[config.mk]
export PLATFORM = sky130hd
export DESIGN_NAME = riscv_trace_buffer
export DESIGN_NICKNAME = d
export VERILOG_FILES = /design/src/rtl/riscv_trace_buffer.sv
export SDC_FILE = /design/constraint.sdc
export NUM_CORES = 1
export LEC_CHECK = 0
export BUFFER_PORTS_ARGS = -buffer_cell sky130_fd_sc_hd__clkbuf_2
export CORE_AREA = 2 2 350 352
export CTS_BUF_LIST = sky130_fd_sc_hd__clkbuf_2
export DETAILED_ROUTE_END_ITERATION = 16
export DIE_AREA = 0 0 352 354
export GPL_TIMING_DRIVEN = 1
export SLEW_MARGIN = 20
export SYNTH_ARGS = -nofsm -noshare
export SYNTH_HDL_FRONTEND = slang
export SYNTH_SLANG_ARGS = --single-unit
[constraint.sdc]
create_clock -name clk -period 18.2 [get_ports clk]
set_input_delay 0.91 -clock clk [delete_from_list [all_inputs] [get_ports clk]]
set_output_delay 0.91 -clock clk [all_outputs]
set_load 0.1 [all_outputs]
[src/rtl/riscv_trace_buffer.sv]
// riscv_trace_buffer: packs core retirement/memory activity into trace records in a FWFT FIFO, with in-band overflow markers
module riscv_trace_buffer #(
    parameter int DEPTH  = 16,
    parameter int LOST_W = 16
) (
    input  logic                     clk,
    input  logic                     reset,
    input  logic                     trace_en,
    input  logic                     reg_write_sig,
    input  logic [4:0]               reg_num,
    input  logic [31:0]              reg_data,
    input  logic                     wr,
    input  logic                     rd,
    input  logic [8:0]               addr,
    input  logic [31:0]              wr_data,
    input  logic [31:0]              rd_data,
    output logic                     trace_valid,
    input  logic                     trace_ready,
    output logic [81:0]              trace_data,
    output logic [$clog2(DEPTH):0]   fifo_count,
    output logic [31:0]              lost_total
);
    localparam int AW = $clog2(DEPTH);

    typedef enum logic {RUN, LOST} state_t;

    state_t             r_state;
    logic [81:0]        r_mem [DEPTH];
    logic [AW-1:0]      r_wr_ptr;
    logic [AW-1:0]      r_rd_ptr;
    logic [AW:0]        r_count;
    logic [LOST_W-1:0]  r_lost_cnt;
    logic [31:0]        r_lost_total;

    logic               w_reg;
    logic               w_event;
    logic               w_pop;
    logic               w_can_push;
    logic               w_push;
    logic               w_drop;
    logic [LOST_W-1:0]  w_lost_next;
    logic [81:0]        w_record;
    logic [81:0]        w_marker;

    assign w_reg       = reg_write_sig & (reg_num != 5'd0);
    assign w_event     = trace_en & (w_reg | wr | rd);
    assign w_record    = {1'b0, w_reg, wr, rd,
                          w_reg ? reg_num : 5'd0,
                          w_reg ? reg_data : 32'd0,
                          (wr | rd) ? addr : 9'd0,
                          wr ? wr_data : (rd ? rd_data : 32'd0)};
    assign w_lost_next = &r_lost_cnt ? r_lost_cnt : r_lost_cnt + LOST_W'(w_event);
    assign w_marker    = {1'b1, 49'd0, 32'(w_lost_next)};
    assign w_pop       = trace_valid & trace_ready;
    // a full FIFO still accepts a write when the head leaves in the same cycle
    assign w_can_push  = (r_count < (AW+1)'(DEPTH)) | w_pop;
    assign w_push      = w_can_push & ((r_state == RUN) ? w_event : 1'b1);
    assign w_drop      = w_event & ((r_state == LOST) | ~w_can_push);

    assign trace_valid = (r_count != '0);
    assign trace_data  = trace_valid ? r_mem[r_rd_ptr] : '0;
    assign fifo_count  = r_count;
    assign lost_total  = r_lost_total;

    always_ff @(posedge clk) begin
        if (w_push) r_mem[r_wr_ptr] <= (r_state == RUN) ? w_record : w_marker;
    end

    always_ff @(posedge clk or posedge reset) begin
        if (reset) begin
            r_state      <= RUN;
            r_wr_ptr     <= '0;
            r_rd_ptr     <= '0;
            r_count      <= '0;
            r_lost_cnt   <= '0;
            r_lost_total <= '0;
        end else begin
            if (w_push) r_wr_ptr <= r_wr_ptr + 1'b1;
            if (w_pop) r_rd_ptr <= r_rd_ptr + 1'b1;
            r_count <= r_count + (AW+1)'(w_push) - (AW+1)'(w_pop);
            if (r_state == RUN && w_event && !w_can_push) begin
                r_state    <= LOST;
                r_lost_cnt <= LOST_W'(1);
            end else if (r_state == LOST) begin
                r_lost_cnt <= w_can_push ? '0 : w_lost_next;
                if (w_can_push) r_state <= RUN;
            end
            if (w_drop && !(&r_lost_total)) r_lost_total <= r_lost_total + 32'd1;
        end
    end
endmodule

==> flow_summary_export.csv <==
group,metric,value,unit
grt,grt_antenna_before_repair,8,
floorplanning,die_h,354,um
floorplanning,io_pins,237,
pwr,powerDensity,165.8,nW/um2
cts,cts_buffers,352,
worst_hold_path,hold_depth,3,
flow_run,maxCapViolCount,0,
cts,htree_levels,5,
setup_path,reg2reg_depth,8,
setup_path,path_class,"reg2out",
grt,grt_pass1_wl,189800,um
cts,clkSinkCount,1374,
detailed_routing,dr.pass1.iters,5,
synthesis,synth-edff-count,1312,
layout,syn2layout_area_growth,13.13,%
detailed_routing,routed_wirelength,129600,um
placed_design,dp.cells,4185,
synthesis,ys_warn_count,0,
floorplanning,fp-row-count,128,
setup_path,r2r-end,"r_mem[1][35]",
sta,layout_setup_ws,10970,ps
grt,first_global_vias,29496,
pwr,pwr-share-seq,39.5,%
placed_design,gp_congestion,0.8157,
sta,timing.final.crit_share,39.70,%
pwr,power.switching,0.004248,W
pwr,ir_drop,141.9,uV
sta,setup_viol,0,
setup_path,end_kind,"output port",
layout,layout-drive-gt1-share,38.88,%
synthesis,synth_fp_nets,2521,
sta,tightestPinTransition,1139,ps
pwr,combPwrFrac,41.7,%
cts,postCtsSetupBuffers,0,
setup_path,cp.required,17290,ps
cts,cts_tree,"built",
synthesis,synth_cells,2389,
setup_path,cp-start-kind,"flop",
synthesis,seq_area_frac_synth,75.81,%
synthesis,synthArstFlopShare,4.512,%
cts,clk_pin_slew_worst_paths,100,ps
setup_path,worst_ep_arrival_time,6320,ps
detailed_routing,viasPerCell,5.633,
synthesis,syn_avg_cell_area,22.61,um2
placed_design,pre_cts_slack,12570,ps
pwr,p_int,0.005885,W
synthesis,synth-main-ff-cell,"edfxtp_1",
sta,tns,0,ps
sta,fmax,138.4,MHz
sta,relSlewSlack,24.10,%
detailed_routing,drc,0,
cts,clock_latency,1590,ps
sta,holdWs,278.6,ps
placed_design,dp_hpwl,66780,um
floorplanning,start_util,44.67,%
placed_design,portBuffers,236,
synthesis,netlist_area,54020,um2
grt,grt_max_degree,110,
grt,grt_usage,20.87,%
sta,rsz0062_at_grt,"false",
cts,clockRootBuffer,"clkbuf_2",
sta,finalClockSkew,122.0,ps
detailed_routing,drtAntennaViolNets,0,
synthesis,synth_cell_type_count,58,
setup_path,reg2reg_slack,13430,ps
pwr,leakagePower,20.59,nW
synthesis,synth.ff_latch_count,1374,
floorplanning,core_area,120900,um2
sta,finalHoldViolCount,0,
detailed_routing,first_iter_violations,2345,
detailed_routing,vias,27448,
worst_hold_path,whs_endpoint,"r_mem[13][6]",
cts,clock_path_buffers,4,
cts,post_cts_resized,0,
sta,fin_crit,7226,ps
pwr,clkPwrFrac,18.8,%
sta,maxSlewViolCount,0,
detailed_routing,wl_per_cell,26.59,um
setup_path,r2r-start,"r_state",
floorplanning,die-area,124600,um2
layout,final_cell_count_no_fill,4873,
worst_hold_path,hp-start,"rd_data[6]",
grt,grt_overflow,0,
layout,fin_util,50.54,%
layout,nets,3155,
worst_hold_path,hp-class,"in2reg",
run_status,outcome,"finished, final reports clean",
pwr,sw_frac_of_total,41.92,%
setup_path,path_max_fanout,74,
floorplanning,chipWidth,352,um
==> worst max-delay path by stage <==
stage                  startpoint              to  slack [ps]  depth (start not counted)
global route          r_rd_ptr[1]   trace_data[2]       10700                          6
CTS                   r_rd_ptr[1]   trace_data[2]       10750                          6
global placement      r_rd_ptr[0]  trace_data[60]       12650                          6
floorplan           reg_write_sig     r_mem[3][0]        7940                          6
detailed placement    r_rd_ptr[1]   trace_data[2]       12570                          6
finish                r_rd_ptr[1]   trace_data[2]       10970                          6
==> layout make-up <==
| type | count | area [um2] |
|---|---|---|
| Inverter | 15 | 56.30 |
| Clock inverter | 85 | 355.3 |
| Clock buffer | 492 | 2462 |
| Fill cell | 9793 | 59810 |
| Antenna cell | 2 | 5.005 |
| Multi-Input combinational cell | 869 | 12450 |
| Tap cell | 1625 | 2033 |
| Timing Repair Buffer | 411 | 2784 |
| Sequential cell | 1374 | 40970 |
==> registers in the layout, summed over array words and instances (netlist names) <==
register	cells
r_mem	1312
lost_total	32
r_lost_cnt	16
fifo_count	5
r_rd_ptr	4
r_wr_ptr	4
r_state	1
==> cell usage after synthesis, types with 2 or more instances <==
cell | n | share of area [%]
edfxtp_1 | 1312 | 73
mux4_2 | 410 | 17
and2_1 | 123 | 1.4
clkbuf_1 | 80 | 0.56
dfrtp_1 | 62 | 2.9
xnor2_1 | 39 | 0.63
nand2_1 | 30 | 0.21
nand4_1 | 27 | 0.31
nor2_1 | 22 | 0.15
buf_4 | 21 | 0.29
nand3_1 | 20 | 0.19
a21oi_1 | 16 | 0.15
a22o_1 | 16 | 0.26
buf_2 | 16 | 0.15
xor2_1 | 15 | 0.24
ha_1 | 14 | 0.32
inv_1 | 14 | 0.097
nor2b_1 | 14 | 0.16
o21ai_0 | 14 | 0.13
a22oi_1 | 13 | 0.18
and3_1 | 13 | 0.15
buf_6 | 13 | 0.27
nor3_1 | 12 | 0.11
a31oi_1 | 9 | 0.10
o21ai_1 | 6 | 0.056
and4_1 | 5 | 0.081
a21o_1 | 4 | 0.056
nand2b_1 | 4 | 0.046
nor3b_1 | 4 | 0.056
nor4_1 | 4 | 0.046
a221oi_1 | 3 | 0.049
o211ai_1 | 3 | 0.042
o21ba_2 | 3 | 0.056
a211oi_1 | 2 | 0.028
nor4_2 | 2 | 0.046
or4b_1 | 2 | 0.037
==> critical path, stage by stage, from the launching register on <==
cell,delay [ps]
dfrtp_4,1120
buf_4,900
buf_4,1000
mux4_2,420
mux4_2,550
and2_1,210
clkbuf_2,380
==> stage by stage <==
step	power (W)	instance area (um2)
4_1_cts	0.01027	61000
3_3_place_gp	0.008295	57160
5_1_grt	0.01058	61110
6_report	0.01013	61110
3_5_place_dp	0.008341	57170
2_1_floorplan	0.007429	54020
==> power groups by stage <==
stage	Clock [W]	Sequential [W]	Combinational, W
floorplan	0	0.00406	0.00337
global placement	0	0.00406	0.00423
detailed placement	0	0.00408	0.00426
CTS	0.00197	0.00401	0.00429
global route	0.00213	0.00403	0.00442
finish	0.00190	0.00400	0.00423
==> cell usage in the layout (no fill, tap or decap), types with 5 or more instances in the layout <==
master,count
a21oi_1,14
a22o_1,16
a22oi_1,13
a31oi_1,9
and2_1,120
and3_1,13
and4_1,5
buf_4,64
clkbuf_2,728
clkinv_1,72
clkinv_2,8
dfrtp_1,57
dlygate4sd3_1,109
edfxtp_1,1312
ha_1,14
inv_1,13
inv_2,6
mux4_2,410
nand2_1,30
nand3_1,20
nand4_1,27
nor2_1,18
nor2b_1,12
nor3_1,7
nor3_2,5
o21ai_0,11
o21ai_2,6
xnor2_1,39
xor2_1,15
==> metal layers <==
| metal | GRT usage (%) | vias up | share of wire, % | routed length [um] |
|---|---|---|---|---|
| li1 | - | 11539 | - | - |
| met4 | 6.704 | 8 | 1.9 | 2425 |
| met5 | 0 | - | 0.036 | 47 |
| met2 | 34.63 | 1156 | 51 | 65650 |
| met1 | 27.85 | 14563 | 41 | 52750 |
| met3 | 4.268 | 182 | 6.7 | 8720 |
==> timing repair <==
action                      CTS  global route
hold buffers                101             8
hold endpoints to repair   1217            64
setup endpoints to repair     0             0
==> kinds of logic (layout without fill, tap and decap cells) <==
logic type	Yosys count	in the layout	synth area share, %
flops	1374	1374	75.81
mux	411	411	17.12
simple gates	287	287	3.132
buf+inv	146	1003	1.378
compound gates	102	102	1.327
xor+xnor	54	54	0.8756
fa+ha+maj	15	15	0.3614
other cells	0	2	0
Note: power is estimated with default switching activity, not from simulation.
